===== config.mk =====
export PLATFORM = sky130hd
export DESIGN_NAME = iris_feature_loader
export DESIGN_NICKNAME = d
export VERILOG_FILES = /design/src/rtl/iris_pkg.sv /design/src/rtl/iris_feature_loader.sv
export SDC_FILE = /design/constraint.sdc
export NUM_CORES = 1
export LEC_CHECK = 0
export ABC_AREA = 1
export CAP_MARGIN = 20
export CORE_MARGIN = 2
export CORE_UTILIZATION = 50
export DETAILED_ROUTE_END_ITERATION = 10
export HOLD_SLACK_MARGIN = 0.06
export PLACE_DENSITY = 0.87
export RECOVER_POWER = 50
export SLEW_MARGIN = 10
export SYNTH_ARGS = -nofsm -noshare
export SYNTH_HDL_FRONTEND = slang
export SYNTH_SLANG_ARGS = --single-unit

===== constraint.sdc =====
create_clock -name clk -period 2.15 [get_ports clk]
set_clock_uncertainty 0.2 [all_clocks]
set_input_delay 0.43 -clock clk [delete_from_list [all_inputs] [get_ports clk]]
set_output_delay 0.43 -clock clk [all_outputs]
set_load 0.02 [all_outputs]

===== src/rtl/iris_pkg.sv =====
// Shared definitions for the Iris classifier datapath.
// Holds the default feature width and sample-counter width, the beat-order
// enum used by the feature loader, and a packed struct of one full sample.
package iris_pkg;

    localparam int unsigned IRIS_N     = 8;   // feature width in bits
    localparam int unsigned IRIS_CW    = 16;  // delivered-sample counter width
    localparam int unsigned IRIS_NFEAT = 4;   // features per sample

    // Beat order of the serial feature stream
    typedef enum logic [1:0] {
        SEPAL_LENGTH = 2'd0,
        SEPAL_WIDTH  = 2'd1,
        PETAL_LENGTH = 2'd2,
        PETAL_WIDTH  = 2'd3
    } feat_idx_e;

    // One assembled sample; sepal_length occupies the most significant bits
    typedef struct packed {
        logic [IRIS_N-1:0] sepal_length;
        logic [IRIS_N-1:0] sepal_width;
        logic [IRIS_N-1:0] petal_length;
        logic [IRIS_N-1:0] petal_width;
    } iris_sample_t;

endpackage


===== src/rtl/iris_feature_loader.sv =====
// Iris feature loader: collects a serial stream of N-bit features (one per
// beat, valid/ready) into a four-feature sample and holds it on the parallel
// m_* buses under valid/ready until the consumer takes it.
//
// Ports:
//   clk, rst                 rising-edge clock, synchronous active-high reset
//   s_data/s_valid/s_ready   feature beat input handshake
//   s_last                   end-of-sample marker (checked only with
//                            IRIS_LOADER_LAST_EN defined, ignored otherwise)
//   m_sepal_length..m_petal_width, m_valid, m_ready
//                            assembled sample output handshake
//   sample_cnt               samples delivered, modulo 2^CW
//   frame_err                sticky framing error (constant 0 without
//                            IRIS_LOADER_LAST_EN)
//
// Build option: define IRIS_LOADER_LAST_EN to check s_last framing.
module iris_feature_loader
    import iris_pkg::*;
#(
    parameter int unsigned N     = IRIS_N,
    parameter int unsigned NFEAT = IRIS_NFEAT,
    parameter int unsigned CW    = IRIS_CW
) (
    input  logic          clk,
    input  logic          rst,
    input  logic [N-1:0]  s_data,
    input  logic          s_valid,
    output logic          s_ready,
    input  logic          s_last,
    output logic [N-1:0]  m_sepal_length,
    output logic [N-1:0]  m_sepal_width,
    output logic [N-1:0]  m_petal_length,
    output logic [N-1:0]  m_petal_width,
    output logic          m_valid,
    input  logic          m_ready,
    output logic [CW-1:0] sample_cnt,
    output logic          frame_err
);

    feat_idx_e    idx;
    logic [N-1:0] stg [0:NFEAT-2];
    logic         xfer;
    logic         early_end;
    logic         missing_end;

    // Only the final beat has to wait for the held sample to drain; earlier
    // beats of the next sample are staged while the current one is held.
    assign s_ready = rst || !(idx == PETAL_WIDTH && m_valid && !m_ready);
    assign xfer    = s_valid && s_ready;

`ifdef IRIS_LOADER_LAST_EN
    assign early_end   = s_last && (idx != PETAL_WIDTH);
    assign missing_end = !s_last && (idx == PETAL_WIDTH);
`else
    logic unused_s_last;
    assign unused_s_last = s_last;
    assign early_end     = 1'b0;
    assign missing_end   = 1'b0;
`endif

    always_ff @(posedge clk) begin
        if (rst) begin
            idx            <= SEPAL_LENGTH;
            stg            <= '{default: '0};
            m_sepal_length <= '0;
            m_sepal_width  <= '0;
            m_petal_length <= '0;
            m_petal_width  <= '0;
            m_valid        <= 1'b0;
            sample_cnt     <= '0;
            frame_err      <= 1'b0;
        end else begin
            if (m_valid && m_ready) begin
                m_valid    <= 1'b0;
                sample_cnt <= sample_cnt + CW'(1);
            end
            if (xfer) begin
                if (early_end) begin
                    // Partial sample is abandoned; next beat starts a new one
                    idx       <= SEPAL_LENGTH;
                    frame_err <= 1'b1;
                end else begin
                    if (missing_end) begin
                        frame_err <= 1'b1;
                    end
                    case (idx)
                        SEPAL_LENGTH: begin
                            stg[0] <= s_data;
                            idx    <= SEPAL_WIDTH;
                        end
                        SEPAL_WIDTH: begin
                            stg[1] <= s_data;
                            idx    <= PETAL_LENGTH;
                        end
                        PETAL_LENGTH: begin
                            stg[2] <= s_data;
                            idx    <= PETAL_WIDTH;
                        end
                        PETAL_WIDTH: begin
                            // Overrides the clear above so back-to-back
                            // samples keep m_valid high without a bubble
                            m_sepal_length <= stg[0];
                            m_sepal_width  <= stg[1];
                            m_petal_length <= stg[2];
                            m_petal_width  <= s_data;
                            m_valid        <= 1'b1;
                            idx            <= SEPAL_LENGTH;
                        end
                        default: idx <= SEPAL_LENGTH;
                    endcase
                end
            end
        end
    end

endmodule


==> qor.csv, run 1 <==
stage;metric;value;unit
placed_design;gpl congestion;0.794;
clock_tree;clk_lat worst skew;340;ps
logic_synthesis;mapped cell area;3000;µm²
logic_synthesis;register bit total from synthesis;75;
worst_hold_path;Tightest Hold Check Type;reg2reg;
setup_path;Critical Path RT;1520;ps
cells_and_area;final core occ;0.660;
worst_hold_path;WHS Path Cells;2;
cells_and_area;commonest cells after routing, fill and taps aside;nor2_1, dfxtp_1, nand2_1;
timing;RSZ-0062 raised after global routing;no;
status;status;finished, final reports clean;
drt;via count;2772;
clock_tree;CTS root buffer;clkbuf_8;
setup_path;Crit. End Element;output port;
setup_path;Crit Path Max Fanout;2;
logic_synthesis;Avg Inst Size Synth;7.67;µm²
timing;Final Setup Violations;0;
clock_tree;H-tree depth;3;
grt;number of global-route vias before repair;2632;
cells_and_area;Finished Layout Cells;531;
timing;Worst-Margin Slew;635;ps
drt;wire length per cell;13.9;µm
floorplanning;core box area;5850;µm²
logic_synthesis;register area share after synthesis;0.500;
clock_tree;CTS Buf Count;9;
setup_path;CP Class;in2out;
pwr;Pint;2230;µW
pwr;sequential power share;0.500;
drt;vias per inst;5.22;
cells_and_area;fill count;499;
drt;Pre-antenna DRT Iters;4;
drt;Total Wirelength;7380;µm
floorplanning;Die ar.;6640;µm²
floorplanning;DIE HEIGHT;81.5;µm
placed_design;placed cells;515;
setup_path;reg2reg start;idx[0]$_SDFFE_PP0P_;
setup_path;Worst Setup Start Kind;input port;
floorplanning;width of the die;81.5;µm
placed_design;post-DP HPWL;4890;µm
floorplanning;Initial Util;0.513;
timing;Hold Vio Cnt, Final;0;
pwr;Net Switching;673;µW
clock_tree;Worst-path clk slew;70;ps
worst_hold_path;Worst Hold Path EP;stg[19]$_SDFFE_PP0P_;
timing;Slew Viols, Final;0;
clock_tree;clk sinks;75;
logic_synthesis;Syn Inst Count;391;
cells_and_area;fraction of layout cells with a size suffix above 1;0.0636;
setup_path;worst endpoint data arrival time;1440;ps
timing;Max Fclk;484;MHz
cells_and_area;n_diodes;0;
drt;Remaining DRCs;0;
clock_tree;CTS tree;built;
logic_synthesis;Yosys cell types;27;
grt;antenna violations before repair;0;
setup_path;RR Endpoint;stg[15]$_SDFFE_PP0P_;
cells_and_area;Area Overhead vs Synth;28.6;%
cells_and_area;NumNets Final;470;
pwr;Clk network pwr share;0.423;
floorplanning;IO Pins;64;
pwr;Tot Pwr;2900;µW
flow_run;max cap viols;0;
cells_and_area;most common cell after layout, fill and taps aside;nor2_1;
grt;Global Route Usage Sum;0.238;
logic_synthesis;synth warn;0;
grt;largest net degree at the start of global routing;50;
setup_path;Worst R2R Path Depth;8;
pwr;Comb pwr share;0.077;
grt;global-route wire length before repair;12000;µm
timing;fin crit share;0.962;
drt;remaining antenna violation count;0;
pwr;Sw Ratio;0.232;
timing;min Tclk post-route;2070;ps
placed_design;Placed Area;3700;µm²
clock_tree;clk buf depth;2;
setup_path;FF-to-FF setup slack;220;ps
drt;drt initial violations;138;
pwr;leakage power;0.00165;µW
grt;gr ovfl total;0;
cells_and_area;Final Cell Area;3860;µm²
pwr;VDD IR max;0.550;mV
worst_hold_path;min-delay src;stg[19]$_SDFFE_PP0P_;
pwr;PwrDens;752;nW/µm²
placed_design;# port buffers;61;
floorplanning;# rows;28;
timing;slew margin rel.;0.576;
logic_synthesis;Synth Net Count;410;
==> area by class of cell <==
type	instances	area [µm²]	share of cell area
multi-input combinational	271	1250	0.325
inverter	24	92.6	0.0240
clock inverter	4	72.6	0.0188
clock buffer	12	155	0.0402
tap	75	93.8	0.0243
timing repair buffer	70	691	0.179
sequential	75	1500	0.389
==> power groups by stage <==
stage | combinational, µW | sequential, µW | clock (µW)
2_1_floorplan | 129 | 1490 | 0
3_3_place_gp | 231 | 1480 | 0
3_5_place_dp | 238 | 1480 | 0
4_1_cts | 241 | 1450 | 1250
5_1_grt | 247 | 1450 | 1280
6_report | 224 | 1450 | 1230
==> metal layers <==
metal / part of all wire / track usage / vias to the layer above / routed length [µm]
met5: 0 / 0 / - / 0
met4: 0.026 / 0.139 / 0 / 193
met3: 0.073 / 0.0505 / 22 / 541
met2: 0.49 / 0.385 / 105 / 3650
met1: 0.41 / 0.292 / 1267 / 3000
li1: - / - / 1378 / -
==> per-stage QoR <==
step / setup TNS, ps / hold WS (ps) / setup WS (ps)
after floorplan: 0 / 240 / 438
after global placement: -2200 / 250 / -227
after detailed placement: -2780 / 255 / -212
after CTS: 0 / 268 / 21.2
after global routing: 0 / 280 / 6.47
final: 0 / 269 / 82.4
==> registers in the layout, summed over array words and instances, names as in the netlist <==
signal,count
sample_cnt,16
m_petal_width,8
m_valid,1
m_sepal_width,8
m_petal_length,8
stg,24
idx,2
m_sepal_length,8
==> Yosys cell counts <==
master    number  area (µm²)
buf_8          1        15.0
nand4_1        2        12.5
nand2_4        4        45.0
buf_2         10        50.1
o21ai_0       36         180
o21ai_1        5        25.0
conb_1         1        3.75
nor3_1         3        15.0
o21a_1         1        7.51
nand3_1       33         165
dfxtp_1       75        1500
and3_1         1        6.26
nand3_2        1        10.0
nand2_2        1        6.26
clkbuf_1       5        18.8
nor3_2         1        10.0
buf_6          2        22.5
nor2_4         1        11.3
a21oi_1       35         175
o21bai_1       1        7.51
buf_4          2        15.0
nand2_1       55         206
nor2_1        84         315
ha_1           6        75.1
inv_1         22        82.6
clkbuf_2       1        5.00
inv_4          2        12.5
==> critical path, stage by stage <==
cell and delay [ps]:
clkdlybuf4s50_1 550, inv_4 50, nand3_2 90, clkdlybuf4s15_1 310
==> kinds of logic after synthesis <==
family / count (synthesis) / share of synthesized area
fa+ha+maj: 6 / 0.0250
buf+inv: 45 / 0.0738
compound gates: 78 / 0.132
simple gates: 186 / 0.268
other cells: 1 / 0.00125
flops: 75 / 0.500
==> worst max path at each step <==
stage / start / to / slack (ps) / depth (start not counted)
4_1_cts: m_ready / s_ready / 20 / 4
6_report: rst / s_ready / 80 / 4
5_1_grt: idx[0]$_SDFFE_PP0P_ / s_ready / 6 / 3
3_3_place_gp: rst / s_ready / -230 / 4
3_5_place_dp: rst / s_ready / -210 / 4
2_1_floorplan: rst / idx[0]$_SDFFE_PP0P_ / 440 / 9
==> repair_timing <==
item                       in CTS  in global routing
gates resized for setup         1                  2
setup buffers                   0                  0
setup endpoints to repair       1                  1
pin swaps                       0                  0
hold buffers                    0                  0
No activity file was read; power rests on OpenSTA's default activity.
==> run 2: changes to the inputs <==
--- a/config.mk
+++ b/config.mk
@@ -13,6 +13,7 @@
 export HOLD_SLACK_MARGIN = 0.06
 export PLACE_DENSITY = 0.87
 export RECOVER_POWER = 50
+export SETUP_SLACK_MARGIN = 0.05
 export SLEW_MARGIN = 10
 export SYNTH_ARGS = -nofsm -noshare
 export SYNTH_HDL_FRONTEND = slang
==> run 2 against run 1 <==
Net effect: worst setup slack improved by 24 ps; critical path type is now reg2out; sequential cell count unchanged; sequential power about the same; clock-buffer cell count stayed put; clock power hardly changed; via count up 0.79%; sequential share of layout area fell by 0.25 points.
==> qor.csv, run 2 (same netlist as run 1, synthesis figures left out) <==
stage;metric;value;unit;change
setup_path;critical path, cell by cell;clkdlybuf4s50_1;;
clock_tree;Post-CTS Setup Bufs;0;;unchanged
drt;remaining antenna violation count;0;;unchanged
cells_and_area;most common cell after layout, fill and taps aside;nor2_1;;
setup_path;Crit Path Max Fanout;6;;+4
pwr;VDD IR max;0.552;mV;+0.31%
placed_design;post-DP HPWL;4890;µm;unchanged
setup_path;worst endpoint data arrival time;1410;ps;-30 ps
floorplanning;Initial Util;0.513;;unchanged
flow_run;max cap viols;0;;unchanged
setup_path;Worst Path Buf+Inv;1;;-2
timing;RSZ-0062 raised after global routing;no;;
timing;Slew Viols, Final;0;;unchanged
clock_tree;clk_lat worst skew;340;ps;about the same
clock_tree;CTS Buf Count;9;;unchanged
timing;min Tclk post-route;2040;ps;-24.3 ps
grt;number of global-route vias before repair;2629;;-0.11%
drt;Remaining DRCs;0;;unchanged
setup_path;Crit. End Element;output port;;
cells_and_area;final core occ;0.664;;+0.00428
setup_path;cell at the slowest stage of the critical path;clkdlybuf4s50_1;;
drt;drt initial violations;140;;+1.4%
timing;Max Fclk;489;MHz;+1.2%
floorplanning;width of the die;81.5;µm;unchanged
floorplanning;Die ar.;6640;µm²;unchanged
setup_path;Worst Setup Start Kind;flip-flop;;
worst_hold_path;Tightest Hold Check Type;reg2reg;;
drt;Pre-antenna DRT Iters;5;;+1
grt;largest net degree at the start of global routing;50;;unchanged
floorplanning;core box area;5850;µm²;unchanged
cells_and_area;register bank with the most flops;stg;;
placed_design;# port buffers;61;;unchanged
setup_path;Critical Path RT;1520;ps;about the same
clock_tree;H-tree depth;3;;unchanged
cells_and_area;Area Overhead vs Synth;29.4;%;
grt;Global Route Usage Sum;0.238;;about the same
floorplanning;DIE HEIGHT;81.5;µm;unchanged
setup_path;CP Class;reg2out;;
timing;Hold Vio Cnt, Final;0;;unchanged
cells_and_area;biggest registers after layout;stg x24, sample_cnt x16;;
cells_and_area;NumNets Final;470;;unchanged
floorplanning;# rows;28;;unchanged
status;status;finished, final reports clean;;
timing;fin crit share;0.950;;-0.0113
setup_path;CP peak stage delay;640;ps;+90 ps
clock_tree;Hold Buf Count CTS;0;;unchanged
drt;via count;2794;;+0.79%
setup_path;crit-path leading delay family;buffers and inverters;;
cells_and_area;n_diodes;0;;unchanged
clock_tree;CTS tree;built;;
timing;Final Setup Violations;0;;unchanged
floorplanning;IO Pins;64;;unchanged
grt;gr ovfl total;0;;unchanged
cells_and_area;fraction of layout cells with a size suffix above 1;0.0636;;unchanged
clock_tree;Worst-path clk slew;80;ps;about the same
grt;antenna violations before repair;0;;unchanged
grt;global-route wire length before repair;12000;µm;-0.17%
pwr;PwrDens;749;nW/µm²;-0.37%
cells_and_area;fill count;497;;-0.40%
timing;slew margin rel.;0.579;;+0.00374
pwr;leakage power;0.00166;µW;+0.53%
pwr;Tot Pwr;2910;µW;+0.28%
drt;Total Wirelength;7400;µm;+0.30%
clock_tree;CTS root buffer;clkbuf_8;;
drt;vias per inst;5.26;;+0.79%
placed_design;gpl congestion;0.794;;unchanged
timing;Worst-Margin Slew;629;ps;-5.59 ps
cells_and_area;Largest register FFs;24;;unchanged
drt;wire length per cell;13.9;µm;+0.30%
cells_and_area;commonest cells after routing, fill and taps aside;nor2_1, dfxtp_1, nand2_1;;
clock_tree;clk buf depth;2;;unchanged
clock_tree;clk sinks;75;;unchanged
==> run 2: final timing paths <==
check | start | end | slack (ps) | cells past startpoint
worst max-delay path | sample_cnt[2]$_SDFFE_PP0P_ | sample_cnt[2] | 110 | 1
worst min-delay path | stg[2]$_SDFFE_PP0P_ | stg[2]$_SDFFE_PP0P_ | 270 | 2
worst max register to register | idx[0]$_SDFFE_PP0P_ | stg[15]$_SDFFE_PP0P_ | 240 | 8
worst min register to register | stg[2]$_SDFFE_PP0P_ | stg[2]$_SDFFE_PP0P_ | 270 | 2
==> run 2: final cells by class <==
class / instances / area, µm² / share of cell area
Timing Repair Buffer: 70 / 716 / 0.184
Tap cell: 75 / 93.8 / 0.0242
Inverter: 24 / 92.6 / 0.0238
Multi-Input combinational cell: 271 / 1250 / 0.322
Sequential cell: 75 / 1500 / 0.387
Clock inverter: 4 / 72.6 / 0.0187
Clock buffer: 12 / 155 / 0.0399
==> run 2: routing by layer <==
| metal | routed length (µm) | up-vias | global-route usage |
|---|---|---|---|
| met2 | 3630 | 100 | 0.385 |
| li1 | - | 1377 | - |
| met1 | 3090 | 1292 | 0.291 |
| met3 | 465 | 25 | 0.0505 |
| met4 | 215 | 0 | 0.139 |
| met5 | 0 | - | 0 |
==> run 2: timing repair <==
action / in CTS / in global routing
hold endpoints to repair: 0 / 0
setup endpoints to repair: 1 / 1
gates resized for setup: 3 / 2
==> run 2: report_power, final <==
part	switching [µW]	leakage, µW	internal (µW)
Sequential	22.4	0.000607	1430
Clock	513	0.000113	716
Combinational	139	0.000939	91.8
==> run 2: stage by stage <==
| step | setup TNS [ps] | cell area (µm²) | hold WS [ps] | std cells | worst slack (ps) |
|---|---|---|---|---|---|
| 2_1_floorplan | 0 | 3000 | 240 | 391 | 438 |
| 3_3_place_gp | -2200 | 3700 | 250 | 515 | -227 |
| 3_5_place_dp | -2780 | 3700 | 255 | 515 | -212 |
| 4_1_cts | 0 | 3930 | 268 | 531 | 50.1 |
| 5_1_grt | 0 | 3880 | 280 | 531 | 47.5 |
| 6_report | 0 | 3880 | 268 | 531 | 107 |
==> run 3: changes to the inputs <==
--- a/config.mk
+++ b/config.mk
@@ -11,6 +11,7 @@
 export CORE_UTILIZATION = 50
 export DETAILED_ROUTE_END_ITERATION = 10
 export HOLD_SLACK_MARGIN = 0.06
+export MAX_ROUTING_LAYER = met4
 export PLACE_DENSITY = 0.87
 export RECOVER_POWER = 50
 export SETUP_SLACK_MARGIN = 0.05
==> run 3 against run 2 <==
Net effect: register-to-register slack hardly changed; sequential share of layout area stayed put; routed wire length is 0.24% lower; critical path depth unchanged; core utilization stayed put; worst hold slack better by 0.74 ps; final area unchanged; first-iteration DRC count stayed put; combinational power about the same; fmax hardly changed.
==> qor.csv, run 3 (same netlist as run 1, synthesis figures left out) <==
stage;metric;value;unit;change
status;status;finished, final reports clean;;
timing;slew margin rel.;0.575;;-0.00399
clock_tree;Hold Buf Count CTS;0;;unchanged
cells_and_area;area of the multi-input gates;1250;µm²;unchanged
pwr;Tot Pwr;2910;µW;about the same
timing;Worst-Margin Slew;635;ps;+5.97 ps
cells_and_area;fraction of layout cells with a size suffix above 1;0.0636;;unchanged
cells_and_area;Finished Layout Cells;531;;unchanged
clock_tree;clk buf depth;2;;unchanged
worst_hold_path;min-delay src;stg[19]$_SDFFE_PP0P_;;
placed_design;gpl congestion;0.805;;+1.4%
setup_path;Crit. End Element;output port;;
setup_path;Critical Path RT;1520;ps;about the same
drt;remaining antenna violation count;0;;unchanged
timing;Setup TNS;0;ps;unchanged
timing;Hold Vio Cnt, Final;0;;unchanged
placed_design;# port buffers;61;;unchanged
drt;vias per inst;5.27;;+0.21%
timing;min Tclk post-route;2040;ps;-1.81 ps
cells_and_area;commonest cells after routing, fill and taps aside;nor2_1, dfxtp_1, nand2_1;;
setup_path;Crit Path Max Fanout;6;;unchanged
clock_tree;clk_lat worst skew;350;ps;about the same
setup_path;worst endpoint data arrival time;1410;ps;about the same
drt;Total Wirelength;7380;µm;-0.24%
cells_and_area;NumNets Final;470;;unchanged
setup_path;reg2reg start;idx[0]$_SDFFE_PP0P_;;
clock_tree;CTS tree;built;;
placed_design;placed cells;515;;unchanged
grt;largest net degree at the start of global routing;50;;unchanged
pwr;PwrDens;749;nW/µm²;about the same
cells_and_area;most common cell after layout, fill and taps aside;nor2_1;;
clock_tree;H-tree depth;3;;unchanged
setup_path;Worst R2R Path Depth;8;;unchanged
setup_path;crit-path leading delay family;buffers and inverters;;
floorplanning;width of the die;81.5;µm;unchanged
grt;Global Route Usage Sum;0.244;;+0.00662
setup_path;cell at the slowest stage of the critical path;clkdlybuf4s50_1;;
clock_tree;Worst-path clk slew;70;ps;about the same
drt;drt initial violations;140;;unchanged
timing;RSZ-0062 raised after global routing;no;;
drt;Remaining DRCs;0;;unchanged
grt;antenna violations before repair;0;;unchanged
setup_path;RR Endpoint;stg[15]$_SDFFE_PP0P_;;
timing;Final Setup Violations;0;;unchanged
cells_and_area;FF/Latch Area;1500;µm²;unchanged
floorplanning;# rows;28;;unchanged
placed_design;Placed Area;3700;µm²;unchanged
clock_tree;CTS Buf Count;9;;unchanged
placed_design;post-DP HPWL;4890;µm;unchanged
grt;gr ovfl total;0;;unchanged
cells_and_area;biggest registers after layout;stg x24, sample_cnt x16;;
grt;global-route wire length before repair;12000;µm;unchanged
grt;number of global-route vias before repair;2635;;+0.23%
drt;wire length per cell;13.9;µm;-0.24%
clock_tree;clk sinks;75;;unchanged
cells_and_area;fill count;497;;unchanged
floorplanning;Die ar.;6640;µm²;unchanged
setup_path;Worst Path Buf+Inv;1;;unchanged
floorplanning;Initial Util;0.513;;unchanged
cells_and_area;Largest register FFs;24;;unchanged
drt;via count;2800;;+0.21%
timing;Slew Viols, Final;0;;unchanged
setup_path;CP Class;reg2out;;
floorplanning;DIE HEIGHT;81.5;µm;unchanged
setup_path;critical path, cell by cell;clkdlybuf4s50_1;;
pwr;leakage power;0.00166;µW;unchanged
worst_hold_path;WHS Path Cells;2;;unchanged
pwr;VDD IR max;0.553;mV;+0.17%
cells_and_area;Area Overhead vs Synth;29.4;%;unchanged
setup_path;Worst Setup Start Kind;flip-flop;;
cells_and_area;Final Cell Area;3880;µm²;unchanged
worst_hold_path;Tightest Hold Check Type;reg2reg;;
cells_and_area;register bank with the most flops;stg;;
cells_and_area;n_diodes;0;;unchanged
cells_and_area;final core occ;0.664;;unchanged
setup_path;CP peak stage delay;640;ps;about the same
timing;fin crit share;0.950;;about the same
clock_tree;CTS root buffer;clkbuf_8;;
timing;Max Fclk;490;MHz;about the same
setup_path;FF-to-FF setup slack;240;ps;about the same
worst_hold_path;Worst Hold Path EP;stg[19]$_SDFFE_PP0P_;;
floorplanning;IO Pins;64;;unchanged
flow_run;max cap viols;0;;unchanged
drt;Pre-antenna DRT Iters;6;;+1
floorplanning;core box area;5850;µm²;unchanged
## run 3: cell counts in the layout (fill, tap and decap cells not counted)
Identical to the previous run, type by type.
## run 3: through the flow
step,hold WS (ps),worst slack (ps)
2_1_floorplan,240,438
3_3_place_gp,250,-227
3_5_place_dp,255,-212
4_1_cts,268,50.1
5_1_grt,280,47.5
6_report,269,108
## run 3: repair_timing
action	in CTS	in global routing
hold endpoints to repair	0	0
setup buffers	0	0
endpoints found under the setup margin	1	1
gates resized for setup	3	2
pin swaps	0	0
## run 3: per-layer routing
layer,track usage,wire [µm],vias up,part of all wire
met2,0.388,3640,121,0.49
met1,0.290,3000,1279,0.41
met4,0.139,186,0,0.025
met3,0.0484,550,20,0.075
met5,-,0,-,0
li1,-,-,1380,-
## run 3: layout make-up
type / count / share of cell area
flip-flops and latches: 75 / 0.387
multi-input cells: 271 / 0.322
repair buffers: 70 / 0.184
clock buffers: 12 / 0.0399
well taps: 75 / 0.0242
inverters: 24 / 0.0238
clock inverters: 4 / 0.0187
## run 3: how the worst max path moves through the flow
stage / start / endpoint / slack [ps] / cells after the start
finish: sample_cnt[2]$_SDFFE_PP0P_ / sample_cnt[2] / 110 / 1
floorplan: rst / idx[0]$_SDFFE_PP0P_ / 440 / 9
global placement: rst / s_ready / -230 / 4
detailed placement: rst / s_ready / -210 / 4
global route: m_ready / stg[1]$_SDFFE_PP0P_ / 50 / 9
CTS: rst / s_ready / 50 / 4
## run 3: where the power goes
part	total (µW)	internal, µW	switching (µW)
clock	1230	716	515
sequential	1450	1430	22.4
combinational	230	91.8	139
